`src/rtl/mult_operand_sequencer.sv`:
```
// Operand sequencer for the array multiplier. A debounced load key captures operand A and
// then operand B, waits for the product to settle, and registers the product with a valid flag.
module mult_operand_sequencer #(
    parameter int N               = 4,
    parameter int DEBOUNCE_CYCLES = 16,
    parameter int SETTLE_CYCLES   = 2
) (
    input  logic             CLOCK_50,
    input  logic             RESET,
    input  logic [N-1:0]     data_in,
    input  logic             load_n,
    input  logic [2*N-1:0]   product_in,
    output logic [N-1:0]     op_a,
    output logic [N-1:0]     op_b,
    output logic [2*N-1:0]   product_q,
    output logic             valid,
    output logic [2*N-1:0]   disp_val,
    output logic [1:0]       state_o
);

    localparam int DW = $clog2(DEBOUNCE_CYCLES);
    localparam int CW = $clog2(SETTLE_CYCLES + 1);

    typedef enum logic [1:0] {
        WAIT_A = 2'd0,
        WAIT_B = 2'd1,
        SETTLE = 2'd2,
        DONE   = 2'd3
    } state_t;

    logic            key_s1_q, key_s2_q;
    logic            key_deb_q, key_deb_d;
    logic            key_deb_prev_q;
    logic [DW-1:0]   deb_cnt_q, deb_cnt_d;
    logic [N-1:0]    data_s1_q, data_s2_q;
    logic            press;

    state_t          state_q, state_d;
    logic [N-1:0]    op_a_q, op_a_d;
    logic [N-1:0]    op_b_q, op_b_d;
    logic [2*N-1:0]  prod_q, prod_d;
    logic            valid_q, valid_d;
    logic [CW-1:0]   settle_cnt_q, settle_cnt_d;

    // Debouncer: the level only moves after DEBOUNCE_CYCLES consecutive differing samples.
    always_comb begin
        key_deb_d = key_deb_q;
        deb_cnt_d = '0;
        if (key_s2_q != key_deb_q) begin
            if (deb_cnt_q == DW'(DEBOUNCE_CYCLES - 1)) begin
                key_deb_d = key_s2_q;
            end else begin
                deb_cnt_d = deb_cnt_q + DW'(1);
            end
        end
    end

    // Only the falling edge of the debounced level counts as a press.
    assign press = key_deb_prev_q & ~key_deb_q;

    always_comb begin
        state_d      = state_q;
        op_a_d       = op_a_q;
        op_b_d       = op_b_q;
        prod_d       = prod_q;
        valid_d      = valid_q;
        settle_cnt_d = settle_cnt_q;
        case (state_q)
            WAIT_A: begin
                if (press) begin
                    op_a_d  = data_s2_q;
                    state_d = WAIT_B;
                end
            end
            WAIT_B: begin
                if (press) begin
                    op_b_d       = data_s2_q;
                    settle_cnt_d = '0;
                    state_d      = SETTLE;
                end
            end
            SETTLE: begin
                if (settle_cnt_q == CW'(SETTLE_CYCLES - 1)) begin
                    prod_d  = product_in;
                    valid_d = 1'b1;
                    state_d = DONE;
                end else begin
                    settle_cnt_d = settle_cnt_q + CW'(1);
                end
            end
            DONE: begin
                // The rearming press doubles as the capture of the next operand A.
                if (press) begin
                    op_a_d  = data_s2_q;
                    valid_d = 1'b0;
                    state_d = WAIT_B;
                end
            end
            default: state_d = WAIT_A;
        endcase
    end

    always_ff @(posedge CLOCK_50) begin
        if (RESET) begin
            key_s1_q       <= 1'b1;
            key_s2_q       <= 1'b1;
            key_deb_q      <= 1'b1;
            key_deb_prev_q <= 1'b1;
            deb_cnt_q      <= '0;
            data_s1_q      <= '0;
            data_s2_q      <= '0;
            state_q        <= WAIT_A;
            op_a_q         <= '0;
            op_b_q         <= '0;
            prod_q         <= '0;
            valid_q        <= 1'b0;
            settle_cnt_q   <= '0;
        end else begin
            key_s1_q       <= load_n;
            key_s2_q       <= key_s1_q;
            key_deb_q      <= key_deb_d;
            key_deb_prev_q <= key_deb_q;
            deb_cnt_q      <= deb_cnt_d;
            data_s1_q      <= data_in;
            data_s2_q      <= data_s1_q;
            state_q        <= state_d;
            op_a_q         <= op_a_d;
            op_b_q         <= op_b_d;
            prod_q         <= prod_d;
            valid_q        <= valid_d;
            settle_cnt_q   <= settle_cnt_d;
        end
    end

    always_comb begin
        disp_val = prod_q;
        case (state_q)
            WAIT_A:  disp_val = {{N{1'b0}}, data_s2_q};
            WAIT_B:  disp_val = {op_a_q, data_s2_q};
            SETTLE:  disp_val = {op_a_q, op_b_q};
            DONE:    disp_val = prod_q;
            default: disp_val = prod_q;
        endcase
    end

    assign op_a      = op_a_q;
    assign op_b      = op_b_q;
    assign product_q = prod_q;
    assign valid     = valid_q;
    assign state_o   = state_q;

endmodule
```
`config.mk`:
```
export PLATFORM = sky130hd
export DESIGN_NAME = mult_operand_sequencer
export DESIGN_NICKNAME = d
export VERILOG_FILES = /design/src/rtl/mult_operand_sequencer.sv
export SDC_FILE = /design/constraint.sdc
export NUM_CORES = 1
export LEC_CHECK = 0
export BUFFER_PORTS_ARGS = -buffer_cell sky130_fd_sc_hd__clkbuf_2
export CORE_AREA = 2 2 58 60
export CTS_CLUSTER_SIZE = 30
export DETAILED_ROUTE_END_ITERATION = 8
export DIE_AREA = 0 0 60 62
export HOLD_SLACK_MARGIN = 0.08
export PLACE_DENSITY = 0.79
export SKIP_LAST_GASP = 1
export SYNTH_ARGS = -nofsm -noshare
export SYNTH_HDL_FRONTEND = slang
export SYNTH_SLANG_ARGS = --single-unit
```
`constraint.sdc`:
```
create_clock -name CLOCK_50 -period 1.7 [get_ports CLOCK_50]
set_input_delay 0.34 -clock CLOCK_50 [delete_from_list [all_inputs] [get_ports CLOCK_50]]
set_output_delay 0.34 -clock CLOCK_50 [all_outputs]
set_load 0.05 [all_outputs]
```
## After elaboration in Yosys (flattened, before gate mapping)

Index checks and enable logic that the tools add are counted.

| word-level totals | value |
|---|---|
| bits in registers | 37 |
| bits in latches | 0 |
| memory bits (writable) | 0 |
| memory bits (read-only) | 0 |
| input bits | 15 |
| output and inout port bits | 27 |
| word-level logic and storage cells | 52 |
| memories kept | 0 |

| operators by class | value |
|---|---|
| add/sub/neg operators | 2 |
| multiply operators | 0 |
| div/mod/pow operators | 0 |
| order comparisons | 0 |
| eq/ne operators | 11 |
| shift-type cells | 0 |
| multiplexer cells | 11 |
| bitwise logic cells | 3 |
| reduce and logical (&&, ||, !) cells | 12 |

Operators with widths:

| cell | number |
|---|---|
| $pmux W8 S4 | 1 |
| $mux W2 | 5 |
| $reduce_and A3 Y1 | 3 |
| $ne A2 B2 Y1 const B | 4 |
| $reduce_and A2 Y1 | 4 |
| $pmux W2 S3 | 1 |
| $add A4 B1 Y4 const B | 1 |
| $eq A2 B1 Y1 const B | 2 |
| $eq A2 B2 Y1 const B | 2 |
| $eq A4 B4 Y1 const B | 1 |
| $pmux W2 S2 | 1 |
| $reduce_bool A2 Y1 | 2 |
| $reduce_or A3 Y1 | 1 |
| $add A2 B1 Y2 const B | 1 |
| $logic_not A2 Y1 | 1 |
| $mux W1 | 2 |
| $ne A2 B1 Y1 const B | 1 |
| $not A1 Y1 | 2 |
| $pmux W1 S2 | 1 |
| $reduce_or A2 Y1 | 1 |
| $and A1 B1 Y1 | 1 |
| $ne A1 B1 Y1 | 1 |

## Longest topological paths before layout

| depth | value |
|---|---|
| depth in word-level cells | 4 |
| depth in mapped cells | 8 |
| gate-level depth less buffers | 6 |

## Worst setup path before layout

Ideal clock, no wire load.

| path | value |
|---|---|
| path type | register to output |
| start point | register state_q[1] (netlist: state_o[1]) |
| end point | output port disp_val[0] |
| data arrival time | 2.390 ns |
| required time | 1.360 ns |
| slack | -1.030 ns |
| cell stages (with the launch flop) | 5 |
| buffers on the path | 1 |
| path through | dfxtp_1 ha_1 clkbuf_1 a22oi_1 o21ai_0 |

| between the ends | value |
|---|---|
| longest elaborated chain between the ends | 2 |
| elaborated cells on any way between the ends | 5 |
| classes of those cells | 3 x eq/ne; 1 x mux; 1 x reduce/logical |

Ends and longest elaborated chain:

| item | RTL line | source |
|---|---|---|
| start, declared | 38 | `state_t state_q, state_d;` |
| start signal, assigned | 126 | `state_q <= state_d;` |
| $eq A2 B2 Y1 (tied with other cells) | 137 | `case (state_q)` |
| $pmux W8 S4 (*) | 137 |  |
| end, declared | 17 | `output logic [2*N-1:0] disp_val,` |

Every way passes the cells marked *; elsewhere a longest branch is shown, timed or not.

## Final worst setup path

| path | value |
|---|---|
| start point | register state_q[0] (netlist: state_o[0]) |
| end point | output port disp_val[7] |

The elaborated chain is that of the path after synthesis.

==> run metrics <==
RSZ-0062 raised after global routing=true; register area share after synthesis=around 50%; period utilization=117%; reg2reg setup slack=between 0.15 and 0.2 ns; clock share of power=approximately 18%; violated checks=setup timing; WL final=3.63 mm; Syn Std Cell Area=1520 um^2; DRT Pass-1 Iters=4; Lkg Pwr=around 0.00080 uW; outcome=finished with violations; via count of the routed design=about 1400; share of layout cells above drive strength 1=39.8%; Core Rows=21; synthesized instance count=~180; fin worst setup slack=-0.283 ns; Max H-tree Level=2; Cell variety after synth=28; maximum clock frequency=504 MHz; Num CTS Buffers=5; root buffer selected by CTS=clkbuf_4; critical path capture point type=primary output; critical path fanouts, max=4; Comb power frac=46.6%; first-pass GRT wire length=approximately 5.6 mm; Synth Net Count=200; kind of critical path=flop to primary output; VDD IR max=0.000741 V; data required time of the worst path=1.36 ns; post-DP HPWL=about 2.4 mm; Setup Viol. Count Final=8; CP Launch Type=flop; Critical Path AT=between 1.5 and 2 ns; GRT Residual Overflow=0; clock skew=about 0.014 ns; Layout Nets=around 250; # diodes=0; initial drt markers=66; slowest CP cell=dfxtp_4; initial cell density of the core=47.8%; Ports=42; vias in the first global route=~1300; pins over their slew limit=0; Fin. Hold Viols=0; Port Buf Inserts=between 40 and 50; Reg clk slew, reported paths=0.11 ns; Synth Register Bits=37; Synth warnings=0; Fill cells=260; post-synthesis area per instance=8.49 um^2; combined area of the multi-input logic cells=918 um^2; Final TNS setup=-1.87 ns; PwrDens=about 1300 nW/um^2; Num Clock Sinks=37; sequential cell area=748 um^2; Die Wd=~60 um; cells along the critical path=inv_4, ha_4, or2_4, a22oi_2, nor2_4, buf_8; Seq pwr share=a little over a third; Via density=~5.2; CTS tree=built; DRC Markers=0; Overall Global Routing Usage=21.1%; worst skew pair latency=about 0.34 ns; Internal=about 1700 uW; max_cap viols=0; worst slew pin tran=0.377 ns; DRT antenna net count=0; Hold Slack=roughly 0.19 ns; Switching Fraction=41.6%; minimum clock period=1.98 ns; wire per inst=13.3 um; net switching power=between 1000 and 1500 uW; maximum clock insertion buffer count=2; core box area=3180 um^2; Slew headroom=between 70 and 80%; HP Class=primary input to flop; die height=between 60 and 70 um; routability-driven placement congestion ratio=a little under 0.8; area grow syn2layout=42.1%; largest net degree at the start of global routing=20; antenna violations before repair=0; Die Area=~3700 um^2; max incr delay on CP=approximately 0.40 ns
## final cells by class
class / instances / area share (%)
Multi-Input combinational cell: 128 / 42.6
Timing Repair Buffer: 48 / 15.8
Clock buffer: 7 / 3.01
Sequential cell: 37 / 34.7
Clock inverter: 1 / 0.232
Inverter: 5 / 1.10
Tap cell: 46 / 2.67
## cells in the mapped netlist
cell type,n,area (um^2)
nand2b_1,2,12.5
a31oi_1,2,12.5
nor2_1,13,48.8
nor2_4,1,11.3
buf_6,1,11.3
xor2_1,1,8.76
nand3_1,5,25.0
ha_1,6,75.1
o21ai_0,13,65.1
inv_1,5,18.8
dfxtp_1,37,741
buf_2,2,10.0
a21oi_1,18,90.1
o211ai_1,1,7.51
or3_1,2,12.5
o31ai_1,1,7.51
and3_1,1,6.26
and2_1,1,6.26
xnor2_1,2,17.5
nor2b_1,9,56.3
nand2_1,33,124
nor2b_2,1,8.76
a22oi_1,8,60.1
nor4b_1,1,8.76
a211o_1,1,8.76
a2bb2oi_1,2,17.5
or2_2,4,25.0
clkbuf_1,6,22.5
## metal layers
layer	up-vias	part of all wire, %	wire [um]	track usage (%)
met5	-	0	0	0
met4	0	3.7	136	12.4
met3	15	4.5	162	5.80
met2	57	51	1830	38.4
met1	647	41	1500	21.6
li1	697	-	-	-
## power groups by stage
| stage | registers (uW) | logic (uW) | clock network [uW] |
|---|---|---|---|
| floorplan | 1170 | 687 | 0 |
| global placement | 1030 | 1040 | 0 |
| detailed placement | 1030 | 1060 | 0 |
| CTS | 1030 | 1280 | 541 |
| global route | 1040 | 1440 | 583 |
| finish | 1030 | 1350 | 520 |
## what timing repair did
item | in CTS | in global routing
endpoints found under the setup margin | 8 | 8
pin swaps | 3 | 3
setup buffers | 1 | 0
resized for setup | 35 | 9
hold buffers | 0 | 0
gates cloned | 0 | 0
## worst max-delay path: cells and delay by family, from the launching register on
kind / cells / cell delay, ns
compound gates: 1 / 0.21
fa+ha+maj: 1 / 0.15
buf+inv: 2 / 0.20
flops: 1 / 0.40
simple gates: 2 / 0.32
## stage by stage
step / total power [uW] / instance area [um^2] / cells / utilization [%] / setup WS (ns)
4_1_cts: 2850 / 2130 / 272 / 67.0 / -0.266
2_1_floorplan: 1860 / 1640 / 179 / - / -0.00176
6_report: 2910 / 2160 / 272 / 67.9 / -0.283
5_1_grt: 3070 / 2160 / 272 / 67.9 / -0.349
3_3_place_gp: 2070 / 1890 / 263 / 59.5 / 0.0330
3_5_place_dp: 2090 / 1890 / 263 / 59.5 / 0.0151
## cells in the final DEF, fill, tap and decap left out, drive strengths merged
cell	instances
a211o	1
a21oi	18
a22oi	8
a2bb2oi	2
a31oi	2
and2	1
and3	1
buf	11
clkbuf	44
clkinv	1
dfxtp	37
ha	6
inv	5
nand2	33
nand2b	2
nand3	5
nor2	14
nor2b	10
nor4b	1
o211ai	1
o21ai	13
o31ai	1
or2	4
or3	2
xnor2	2
xor2	1
## final timing paths
kind | cells past startpoint | endpoint | startpoint
min | 2 | key_s1_q$_SDFF_PP1_ | load_n
min reg2reg | 1 | key_s2_q$_SDFF_PP1_ | key_s1_q$_SDFF_PP1_
max reg2reg | 7 | valid$_SDFFE_PP0P_ | state_o[0]$_SDFFE_PP0P_
max | 6 | disp_val[7] | state_o[0]$_SDFFE_PP0P_
## flip-flops by register name, summed over array words and instances (netlist names), 2 cells and up
register and flops:
data_s1_q 4, deb_cnt_q 4, state_o 2, product_q 8, settle_cnt_q 2, op_a 4
op_b 4, data_s2_q 4
## logic make-up (layout without fill, tap and decap cells)
logic type / count (synthesis) / count (layout) / synth area share, %
flops: 37 / 37 / 48.8
simple gates: 73 / 73 / 22.7
fa+ha+maj: 6 / 6 / 4.94
compound gates: 46 / 46 / 17.7
xor+xnor: 3 / 3 / 1.73
buf+inv: 14 / 61 / 4.12
Note: power is estimated with default switching activity, not from simulation.
